[config.mk]
export PLATFORM = sky130hd
export DESIGN_NAME = frame_buffer_manager_flat
export DESIGN_NICKNAME = d
export VERILOG_FILES = /design/src/rtl/frame_buffer_manager_if.sv /design/src/rtl/frame_buffer_manager.sv /design/src/flat_wrapper.sv
export SDC_FILE = /design/constraint.sdc
export NUM_CORES = 1
export LEC_CHECK = 0
export CAP_MARGIN = 10
export CORE_ASPECT_RATIO = 0.6
export CORE_UTILIZATION = 50
export CTS_CLUSTER_SIZE = 16
export DETAILED_ROUTE_END_ITERATION = 8
export DONT_BUFFER_PORTS = 1
export SLEW_MARGIN = 20
export SYNTH_ARGS = -nofsm -noshare
export SYNTH_HDL_FRONTEND = slang
export SYNTH_SLANG_ARGS = --single-unit
[constraint.sdc]
create_clock -name clk_100Mhz -period 4.1 [get_ports clk_100Mhz]
set_clock_uncertainty 0.1 [all_clocks]
set_input_delay 0.82 -clock clk_100Mhz [delete_from_list [all_inputs] [get_ports clk_100Mhz]]
set_output_delay 0.82 -clock clk_100Mhz [all_outputs]
set_load 0.01 [all_outputs]
[src/rtl/frame_buffer_manager_if.sv]
// frame_buffer_manager_if: event inputs and address/status outputs of the triple-buffer controller
interface frame_buffer_manager_if #(parameter int CNT_W = 16);
  logic             writer_done;
  logic             vsync_sync2;
  logic             clr_cnt;
  logic [31:0]      w_frame_base_addr;
  logic [31:0]      r_frame_base_addr;
  logic             buf_swap;
  logic [1:0]       wr_idx;
  logic [1:0]       rd_idx;
  logic             ready_valid;
  logic [CNT_W-1:0] drop_cnt;
  logic [CNT_W-1:0] repeat_cnt;
  modport master (
    output writer_done, vsync_sync2, clr_cnt,
    input  w_frame_base_addr, r_frame_base_addr, buf_swap, wr_idx, rd_idx, ready_valid, drop_cnt, repeat_cnt
  );
  modport slave (
    input  writer_done, vsync_sync2, clr_cnt,
    output w_frame_base_addr, r_frame_base_addr, buf_swap, wr_idx, rd_idx, ready_valid, drop_cnt, repeat_cnt
  );
endinterface

[src/rtl/frame_buffer_manager.sv]
// frame_buffer_manager: triple-buffer index rotation between DDR frame writer and display reader
module frame_buffer_manager #(
  parameter logic [31:0] BASE_ADDR  = 32'h0100_0000,
  parameter logic [31:0] BUF_STRIDE = 32'h0010_0000,
  parameter int          CNT_W      = 16
) (
  input  logic                   clk_100Mhz,
  input  logic                   rst,
  frame_buffer_manager_if.slave  bus
);
  logic             done_d_q, vs_d_q, done_e, vs_e, both_e;
  logic [1:0]       wr_idx_q, wr_idx_d, rd_idx_q, rd_idx_d, sp_idx_q, sp_idx_d;
  logic             ready_valid_q, ready_valid_d, buf_swap_q, buf_swap_d;
  logic [CNT_W-1:0] drop_cnt_q, drop_cnt_d, repeat_cnt_q, repeat_cnt_d;
  logic [31:0]      w_addr_q, w_addr_d, r_addr_q, r_addr_d;
  always_comb begin
    done_e        = bus.writer_done & ~done_d_q;
    vs_e          = bus.vsync_sync2 & ~vs_d_q;
    both_e        = done_e & vs_e;
    // simultaneous done+vsync hands the fresh frame straight to the reader
    wr_idx_d      = both_e ? rd_idx_q : done_e ? sp_idx_q : wr_idx_q;
    rd_idx_d      = both_e ? wr_idx_q : (vs_e & ready_valid_q) ? sp_idx_q : rd_idx_q;
    sp_idx_d      = both_e ? sp_idx_q : done_e ? wr_idx_q : (vs_e & ready_valid_q) ? rd_idx_q : sp_idx_q;
    ready_valid_d = vs_e ? 1'b0 : done_e ? 1'b1 : ready_valid_q;
    buf_swap_d    = vs_e & (done_e | ready_valid_q);
    drop_cnt_d    = bus.clr_cnt ? '0 :
                    (done_e & ready_valid_q & ~&drop_cnt_q) ? drop_cnt_q + 1'b1 : drop_cnt_q;
    repeat_cnt_d  = bus.clr_cnt ? '0 :
                    (vs_e & ~done_e & ~ready_valid_q & ~&repeat_cnt_q) ? repeat_cnt_q + 1'b1 : repeat_cnt_q;
    w_addr_d      = BASE_ADDR + 32'(wr_idx_d) * BUF_STRIDE;
    r_addr_d      = BASE_ADDR + 32'(rd_idx_d) * BUF_STRIDE;
  end
  always_ff @(posedge clk_100Mhz) begin
    if (rst) begin
      done_d_q      <= 1'b1;
      vs_d_q        <= 1'b1;
      wr_idx_q      <= 2'd0;
      rd_idx_q      <= 2'd1;
      sp_idx_q      <= 2'd2;
      ready_valid_q <= 1'b0;
      buf_swap_q    <= 1'b0;
      drop_cnt_q    <= '0;
      repeat_cnt_q  <= '0;
      w_addr_q      <= BASE_ADDR;
      r_addr_q      <= BASE_ADDR + BUF_STRIDE;
    end else begin
      done_d_q      <= bus.writer_done;
      vs_d_q        <= bus.vsync_sync2;
      wr_idx_q      <= wr_idx_d;
      rd_idx_q      <= rd_idx_d;
      sp_idx_q      <= sp_idx_d;
      ready_valid_q <= ready_valid_d;
      buf_swap_q    <= buf_swap_d;
      drop_cnt_q    <= drop_cnt_d;
      repeat_cnt_q  <= repeat_cnt_d;
      w_addr_q      <= w_addr_d;
      r_addr_q      <= r_addr_d;
    end
  end
  assign bus.w_frame_base_addr = w_addr_q;
  assign bus.r_frame_base_addr = r_addr_q;
  assign bus.buf_swap          = buf_swap_q;
  assign bus.wr_idx            = wr_idx_q;
  assign bus.rd_idx            = rd_idx_q;
  assign bus.ready_valid       = ready_valid_q;
  assign bus.drop_cnt          = drop_cnt_q;
  assign bus.repeat_cnt        = repeat_cnt_q;
endmodule

[src/flat_wrapper.sv]
// flat-port wrapper written by rule: the top's interface ports become plain ports
module frame_buffer_manager_flat 
#(
  parameter logic [31:0] BASE_ADDR  = 32'h0100_0000,
  parameter logic [31:0] BUF_STRIDE = 32'h0010_0000,
  parameter int          CNT_W      = 16
)
  (clk_100Mhz, rst, bus_writer_done, bus_vsync_sync2, bus_clr_cnt, bus_w_frame_base_addr, bus_r_frame_base_addr, bus_buf_swap, bus_wr_idx, bus_rd_idx, bus_ready_valid, bus_drop_cnt, bus_repeat_cnt);
  frame_buffer_manager_if #(.CNT_W(CNT_W)) bus_i ();
  input  logic clk_100Mhz;
  input  logic rst;
  input wire logic [$bits(bus_i.writer_done)-1:0] bus_writer_done;
  input wire logic [$bits(bus_i.vsync_sync2)-1:0] bus_vsync_sync2;
  input wire logic [$bits(bus_i.clr_cnt)-1:0] bus_clr_cnt;
  output wire logic [$bits(bus_i.w_frame_base_addr)-1:0] bus_w_frame_base_addr;
  output wire logic [$bits(bus_i.r_frame_base_addr)-1:0] bus_r_frame_base_addr;
  output wire logic [$bits(bus_i.buf_swap)-1:0] bus_buf_swap;
  output wire logic [$bits(bus_i.wr_idx)-1:0] bus_wr_idx;
  output wire logic [$bits(bus_i.rd_idx)-1:0] bus_rd_idx;
  output wire logic [$bits(bus_i.ready_valid)-1:0] bus_ready_valid;
  output wire logic [$bits(bus_i.drop_cnt)-1:0] bus_drop_cnt;
  output wire logic [$bits(bus_i.repeat_cnt)-1:0] bus_repeat_cnt;
  assign bus_i.writer_done = bus_writer_done;
  assign bus_i.vsync_sync2 = bus_vsync_sync2;
  assign bus_i.clr_cnt = bus_clr_cnt;
  assign bus_w_frame_base_addr = bus_i.w_frame_base_addr;
  assign bus_r_frame_base_addr = bus_i.r_frame_base_addr;
  assign bus_buf_swap = bus_i.buf_swap;
  assign bus_wr_idx = bus_i.wr_idx;
  assign bus_rd_idx = bus_i.rd_idx;
  assign bus_ready_valid = bus_i.ready_valid;
  assign bus_drop_cnt = bus_i.drop_cnt;
  assign bus_repeat_cnt = bus_i.repeat_cnt;
  frame_buffer_manager #(.BASE_ADDR(BASE_ADDR), .BUF_STRIDE(BUF_STRIDE), .CNT_W(CNT_W)) u_core (.clk_100Mhz(clk_100Mhz), .rst(rst), .bus(bus_i));
endmodule
-- Yosys cells after proc, flatten, opt, wreduce, memory -nomap -nowiden
Cells that the tools add are included.
- register bits after elaboration: 106
- output and inout bits: 102
- word-level logic and storage cells: 45
- muxes and demuxes: 6
- bitwise operators: 16
- reductions and logical operators: 8
- $add $sub $neg: 4
- operators by type and width (cell ; count):
    25-bit by 22-bit adder with 26-bit output (first input constant) ; 2
    16-bit by 1-bit adder with 16-bit output (second input constant) ; 2
    16-bit AND reduction ; 2
    2-bit 2-to-1 mux ; 6
    1-bit AND ; 10
    1-bit inverter ; 5
    2-bit OR reduction ; 2
    1-bit logical NOT ; 2
    2-bit AND reduction ; 1
    2-bit nonzero test ; 1
    1-bit OR ; 1

-- Depth between registers and ports, before layout
Gate-level depths: netlist of run 1.
- depth in word-level cells: 6
- gate-level depth with buffers: 7

-- Worst setup path after synthesis of run 1
Ideal clock, no wire load.
- path type: input-to-reg
- start point: input bus_writer_done
- end point: register u_core.repeat_cnt_q[5], in the netlist u_core.bus.repeat_cnt[5]
- setup time: 0.071 ns
- stages: 5
- arrival time: 1.995 ns
- setup slack: 1.935 ns
- data required time: 3.929 ns
- cells stage by stage: nor2b_4 > or3_1 > buf_2 > or4_1 > a21oi_1
- word-level cells in the longest chain between the ends: 5
- RTL lines (what ; line ; source):
    start, declared ; flat_wrapper.sv:12 ; input wire logic [$bits(bus_i.writer_done)-1:0] bus_writer_done;
    1-bit AND ; frame_buffer_manager.sv:17 ; done_e = bus.writer_done & ~done_d_q;
    1-bit inverter ; frame_buffer_manager.sv:29 ; (vs_e & ~done_e & ~ready_valid_q & ~&repeat_cnt_q) ? repeat_cnt_q + 1'b1 : repeat_cnt_q;
    1-bit AND (3 in series) ; frame_buffer_manager.sv:29 ;
    end signal, assigned ; frame_buffer_manager.sv:55 ; repeat_cnt_q <= repeat_cnt_d;
    end, declared ; frame_buffer_manager.sv:14 ; logic [CNT_W-1:0] drop_cnt_q, drop_cnt_d, repeat_cnt_q, repeat_cnt_d;
Every way passes these cells.
A chain may end at the register's enable or synchronous reset.

-- Final worst setup path of run 1
- start point: register u_core.ready_valid_q, in the netlist u_core.bus.ready_valid
- end point: register u_core.drop_cnt_q[9], in the netlist u_core.bus.drop_cnt[9]
- word-level cells in the longest chain between the ends: 2
- RTL lines (what ; line ; source):
    start, declared ; frame_buffer_manager.sv:13 ; logic ready_valid_q, ready_valid_d, buf_swap_q, buf_swap_d;
    start signal, assigned ; frame_buffer_manager.sv:52 ; ready_valid_q <= ready_valid_d;
    1-bit AND (2 in series) ; frame_buffer_manager.sv:27 ; (done_e & ready_valid_q & ~&drop_cnt_q) ? drop_cnt_q + 1'b1 : drop_cnt_q;
    end signal, assigned ; frame_buffer_manager.sv:54 ; drop_cnt_q <= drop_cnt_d;
    end, declared ; frame_buffer_manager.sv:14 ;
Every way passes these cells.

==> flow_summary.yaml, run 1 <==
run_status:
  status: "complete, no violations"
logic_synthesis:
  synth.distinct_cells: 52
  netlist.area_leader.share_pct: 31.11
  syn_inst: 332
  avgSynthCellArea_um2: 8.140
  yosysSeqAreaShare_pct: 31.11
  synthTopCellsByCount: "buf_4 (65), dfxtp_1 (42), nand2_1 (25)"
  yosysTopAreaCell: "dfxtp_1"
  postSynth.asyncResetShare_pct: 0
  synth_most_common_cell: "buf_4"
  synth_area_mm2: 0.002703
  synthFlopType: "dfxtp_1"
  ys_ff_latch: 42
  synth_area_leaders: "dfxtp_1 (31%), buf_4 (18%), a21oi_1 (3.5%), nand2_1 (3.5%), or3_1 (3.5%)"
  ys_warn_count: 0
  synth_edf_count: 0
sta:
  drv_slew: 0
  hold_viol: 0
  final.period_utilization_pct: 55.71
  rsz0062_at_grt: "false"
  tns_ns: 0
  finalSetupViolations: 0
  max_slew_margin_pct: 36.18
  period_needed_ns: 2.284
  fmax_ghz: 0.4378
  tightest_slew_ns: 0.9538
detailed_routing:
  post_drt_wl_per_cell_um: 14.83
  wl_mm: 5.694
  antenna_left: 0
  drtPass1Iterations: 5
  vias: 2194
  route.detailed.drc: 0
  first_iter_violations: 127
  vias_per_cell: 5.714
die:
  num_rows: 20
  start_util_pct: 52.68
  die_h_um: 58.95
  die_x_um: 96.92
  pin_count: 107
  core_mm2: 0.005130
  dieArea_mm2: 0.005713
placed_design:
  gp_congestion: 0.8355
  dp_hpwl_mm: 4.201
  io_buffer_count: 0
finish:
  syn_to_final_growth_pct: -5.602
  n_antenna_cell: 0
  drive_gt1_share_pct: 6.289
  nNetsFinal: 324
global_route:
  antenna_found_initial: 0
  grt_pass1_wl_mm: 8.887
  overflow: 0
  grt_pass1_vias: 1679
  grt_max_degree: 24
  track_usage_pct: 19.88
cts:
  clk_path_buf_depth: 2
  clkSinkCount: 42
  clock_latency_ns: 0.29
  cts_buffers: 5
  clk_pin_slew_worst_paths_ns: 0.08
  cts_hold_buf: 0
  root_buffer: "clkbuf_8"
  ctsResizeCount: 0
  cts_setup_buffers: 0
  cts_max_level: 2
  tritoncts: "yes"
job:
  max_cap_violations: 0
critical_path:
  r2r_end: "u_core.bus.drop_cnt[9]"
  cp-startpoint: "u_core.bus.ready_valid"
  crit_arrival_ns: 2.41
  path_max_fanout: 12
  r2r_slack_ns: 1.82
  reg2reg_depth: 4
  crit_path_end_kind: "register"
  start_kind: "register"
  critical_path_required_ns: 4.22
  worst-setup-path-type: "register to register"
  setup.worst_path.end: "u_core.bus.drop_cnt[9]"
  reg2reg_from: "u_core.bus.ready_valid"
power_and_ir_drop:
  power.total_uw: 753.7
  p_per_area_mw_per_mm2: 295.4
  p_leak_nw: 0.9453
  vdd_drop_max_v: 0.0001468
min_path:
  hold_path.class: "register to register"
[flip-flops by register name, indices dropped and copies added (netlist names)]
signal / count
u_core.bus.buf_swap: 1
u_core.sp_idx_q: 2
u_core.done_d_q: 1
u_core.bus.r_frame_base_addr: 2
u_core.bus.repeat_cnt: 16
u_core.bus.wr_idx: 2
u_core.bus.drop_cnt: 16
u_core.vs_d_q: 1
u_core.bus.ready_valid: 1
[critical path, cell delays in order (launching register included)]
cell and delay [ns]:
dfxtp_1 0.61, nand3b_1 0.39, or3_4 0.47, or4_1 0.48, a21oi_1 0.15
[power breakdown]
group	leakage (nW)	internal (mW)	switching (mW)
Sequential	0.340	0.412	0.00767
Combinational	0.557	0.0100	0.0415
Clock	0.0482	0.136	0.146
Total	0.945	0.558	0.195
[final cells by class]
| class | count | area, um2 |
|---|---|---|
| Multi-Input combinational cell | 263 | 1518 |
| Fill cell | 511 | 2579 |
| Clock buffer | 7 | 86.33 |
| Sequential cell | 42 | 840.8 |
| Tap cell | 66 | 82.58 |
| Inverter | 5 | 18.77 |
| Clock inverter | 1 | 5.005 |
[routing by layer]
metal / share of wire, % / track usage, %
met5: 0 / 0
met4: 0.26 / 3.838
met3: 10 / 7.720
met2: 38 / 26.06
met1: 52 / 30.07
[logic make-up (layout without fill, tap and decap cells)]
| logic type | Yosys count | after routing | synth area share (%) |
|---|---|---|---|
| flip-flops | 42 | 42 | 31.11 |
| XOR/XNOR | 1 | 1 | 0.3241 |
| other | 2 | 60 | 0.2779 |
| adder cells (fa/ha/maj) | 2 | 2 | 0.9258 |
| multiplexers | 5 | 5 | 1.852 |
| buffers and inverters | 85 | 13 | 21.02 |
| AO/OA/AOI/OAI | 60 | 60 | 14.91 |
| AND/OR/NAND/NOR | 135 | 135 | 29.58 |
[cell usage in the layout (no fill, tap or decap), drive strengths merged, types with 2 or more instances in the layout]
master   n
o31ai    8
mux2i    5
and3b    2
o41ai    2
a41o     2
nand3   16
a311oi   4
nand4   14
nand2b   3
nor4     6
and2     2
or2      3
and4     8
and3     4
nand2   25
o21ai   10
nor3    10
a21oi   19
or3     16
a221oi   2
ha       2
clkbuf   7
dfxtp   42
a31oi    2
conb    60
or4      7
nor2    13
o311ai   4
inv      5
[how the worst min path moves through the flow]
stage                       start              endpoint  slack (ns)  cells past startpoint
6_report       u_core.sp_idx_q[0]  u_core.bus.wr_idx[0]        0.41                      2
5_1_grt        u_core.sp_idx_q[1]  u_core.bus.wr_idx[1]        0.45                      2
4_1_cts        u_core.sp_idx_q[0]  u_core.bus.wr_idx[0]        0.41                      2
3_5_place_dp   u_core.sp_idx_q[1]  u_core.bus.wr_idx[1]        0.40                      2
3_3_place_gp   u_core.sp_idx_q[1]  u_core.bus.wr_idx[1]        0.40                      2
2_1_floorplan  u_core.sp_idx_q[1]  u_core.bus.wr_idx[1]        0.37                      2
[stage by stage]
stage	cells	utilization, %	cell area (um2)	hold slack (ns)	setup WS, ns
finish	384	49.73	2551	0.4078	1.816
global route	384	49.73	2551	0.4522	1.717
CTS	384	49.73	2551	0.4116	1.822
detailed placement	376	47.95	2460	0.3967	1.724
global placement	376	47.83	2454	0.4007	1.691
floorplan	390	-	2920	0.3678	1.935
No activity file was read; power rests on OpenSTA's default activity.
==> run 2, diff against run 1 <==
==> constraint.sdc (replaced) <==
create_clock -name clk_100Mhz -period 2.2 [get_ports clk_100Mhz]
set_clock_uncertainty 0.1 [all_clocks]
set_input_delay 0.44 -clock clk_100Mhz [delete_from_list [all_inputs] [get_ports clk_100Mhz]]
set_output_delay 0.44 -clock clk_100Mhz [all_outputs]
set_load 0.01 [all_outputs]
==> run 2 against run 1 <==
Global-route usage is 1.2 points higher. Sequential share of layout area is 1.7 points lower. Power is 120% higher. Highest routed layer unchanged.
==> flow_summary.yaml, run 2 (synthesized netlist as in run 1, its figures left out) <==
run_status:
  status: "complete, no violations"
detailed_routing:
  antenna_left: 0
  vias_per_cell: 5.786
  first_iter_violations: 179
  route.detailed.drc: 0
  wl_mm: 6.069
  drtPass1Iterations: 4
  vias: 2297
  post_drt_wl_per_cell_um: 15.29
cts:
  cts_buffers: 5
  root_buffer: "clkbuf_8"
  cts_hold_buf: 0
  clk_path_buf_depth: 2
  tritoncts: "yes"
  cts_max_level: 2
  cts_setup_buffers: 0
  clock_latency_ns: 0.30
  ctsResizeCount: 0
  clkSinkCount: 42
  clk_pin_slew_worst_paths_ns: 0.09
die:
  num_rows: 20
  die_x_um: 96.92
  pin_count: 107
  start_util_pct: 52.68
  core_mm2: 0.005130
  dieArea_mm2: 0.005713
  die_h_um: 58.95
sta:
  period_needed_ns: 1.996
  tns_ns: 0
  rsz0062_at_grt: "false"
  drv_slew: 0
  tightest_slew_ns: 0.5230
  final.period_utilization_pct: 90.73
  finalSetupViolations: 0
  fmax_ghz: 0.5010
  max_slew_margin_pct: 64.81
  hold_viol: 0
critical_path:
  max_stage_delay_ns: 0.50
  crit_chain: "ha_1 > and3_1 > o2111ai_1 > or3_1 > a21oi_1"
  reg2reg_from: "u_core.bus.drop_cnt[0]"
  reg2reg_depth: 5
  cp-startpoint: "u_core.bus.drop_cnt[0]"
  crit_path_end_kind: "register"
  setup.worst_path.end: "u_core.bus.drop_cnt[10]"
  critical_path_required_ns: 2.33
  worst-setup-path-type: "register to register"
  r2r_slack_ns: 0.20
  crit_arrival_ns: 2.12
  start_kind: "register"
  slowest_stage: "dfxtp_1"
  r2r_end: "u_core.bus.drop_cnt[10]"
  path_max_fanout: 7
finish:
  nNetsFinal: 337
  n_antenna_cell: 0
  syn_to_final_growth_pct: -0.3242
  final_cell_mix: "conb_1 (60), dfxtp_1 (42), nand2_1 (25)"
  regArea_um2: 840.8
  drive_gt1_share_pct: 9.970
  multi_input_area_mm2: 0.001511
  layout.cells.non_filler: 397
  mostFrequentLayoutCell: "conb_1"
  fillerInstances: 508
power_and_ir_drop:
  p_per_area_mw_per_mm2: 612.8
  vdd_drop_max_v: 0.0003305
  p_leak_nw: 1.036
placed_design:
  gp_congestion: 0.7966
  dp_hpwl_mm: 4.489
  io_buffer_count: 0
  dp.cells: 389
job:
  max_cap_violations: 0
global_route:
  grt_pass1_vias: 1789
  track_usage_pct: 21.07
  grt_pass1_wl_mm: 9.528
  overflow: 0
  grt_max_degree: 24
  antenna_found_initial: 0
min_path:
  hold_path.class: "input port to register"
-- run 2: area by class of cell --
class | instances | share of cell area, %
tap | 66 | 3.065
multi-input combinational | 263 | 56.11
sequential | 42 | 31.21
clock buffer | 6 | 3.065
inverter | 5 | 0.6967
clock inverter | 2 | 2.229
timing repair buffer | 13 | 3.623
-- run 2: critical path, delay by kind of cell, from the launching register on --
kind | cells | cell delay, ns
AO/OA/AOI/OAI | 2 | 0.37
adder cells (fa/ha/maj) | 1 | 0.34
flip-flops | 1 | 0.50
AND/OR/NAND/NOR | 2 | 0.61
-- run 2: per-stage QoR --
step	setup WS, ns	utilization [%]	cell area (um2)	power, mW	hold WS, ns
CTS	0.1957	52.51	2694	1.660	0.1071
finish	0.2040	52.51	2694	1.651	0.1205
floorplan	0.4133	-	2920	0.9712	0.3678
global route	0.05230	52.51	2694	1.713	0.1041
global placement	0.2526	49.73	2551	0.9000	0.3925
detailed placement	0.2267	49.73	2551	0.9010	0.3928
-- run 2: routing by layer --
metal | up-vias | wire length [um] | global-route usage [%] | share of wire, %
met5 | - | 0 | 0 | 0
met1 | 1086 | 3136 | 32.43 | 52
met4 | 0 | 24 | 3.838 | 0.40
met3 | 2 | 595 | 7.126 | 9.8
met2 | 110 | 2313 | 27.87 | 38
li1 | 1099 | - | - | -
-- run 2: power breakdown --
group	leakage, nW	switching (mW)	internal [mW]	total [mW]
registers	0.340	0.0131	0.768	0.781
logic	0.625	0.0819	0.0228	0.105
clock network	0.0714	0.281	0.484	0.765
-- run 2: how the worst min path moves through the flow --
stage                        from                   end  cells past startpoint
5_1_grt                       rst    u_core.sp_idx_q[0]                      1
3_5_place_dp   u_core.sp_idx_q[1]  u_core.bus.wr_idx[1]                      2
2_1_floorplan  u_core.sp_idx_q[1]  u_core.bus.wr_idx[1]                      2
6_report                      rst  u_core.bus.wr_idx[1]                      1
3_3_place_gp   u_core.sp_idx_q[1]  u_core.bus.wr_idx[1]                      2
4_1_cts                       rst  u_core.bus.wr_idx[1]                      1
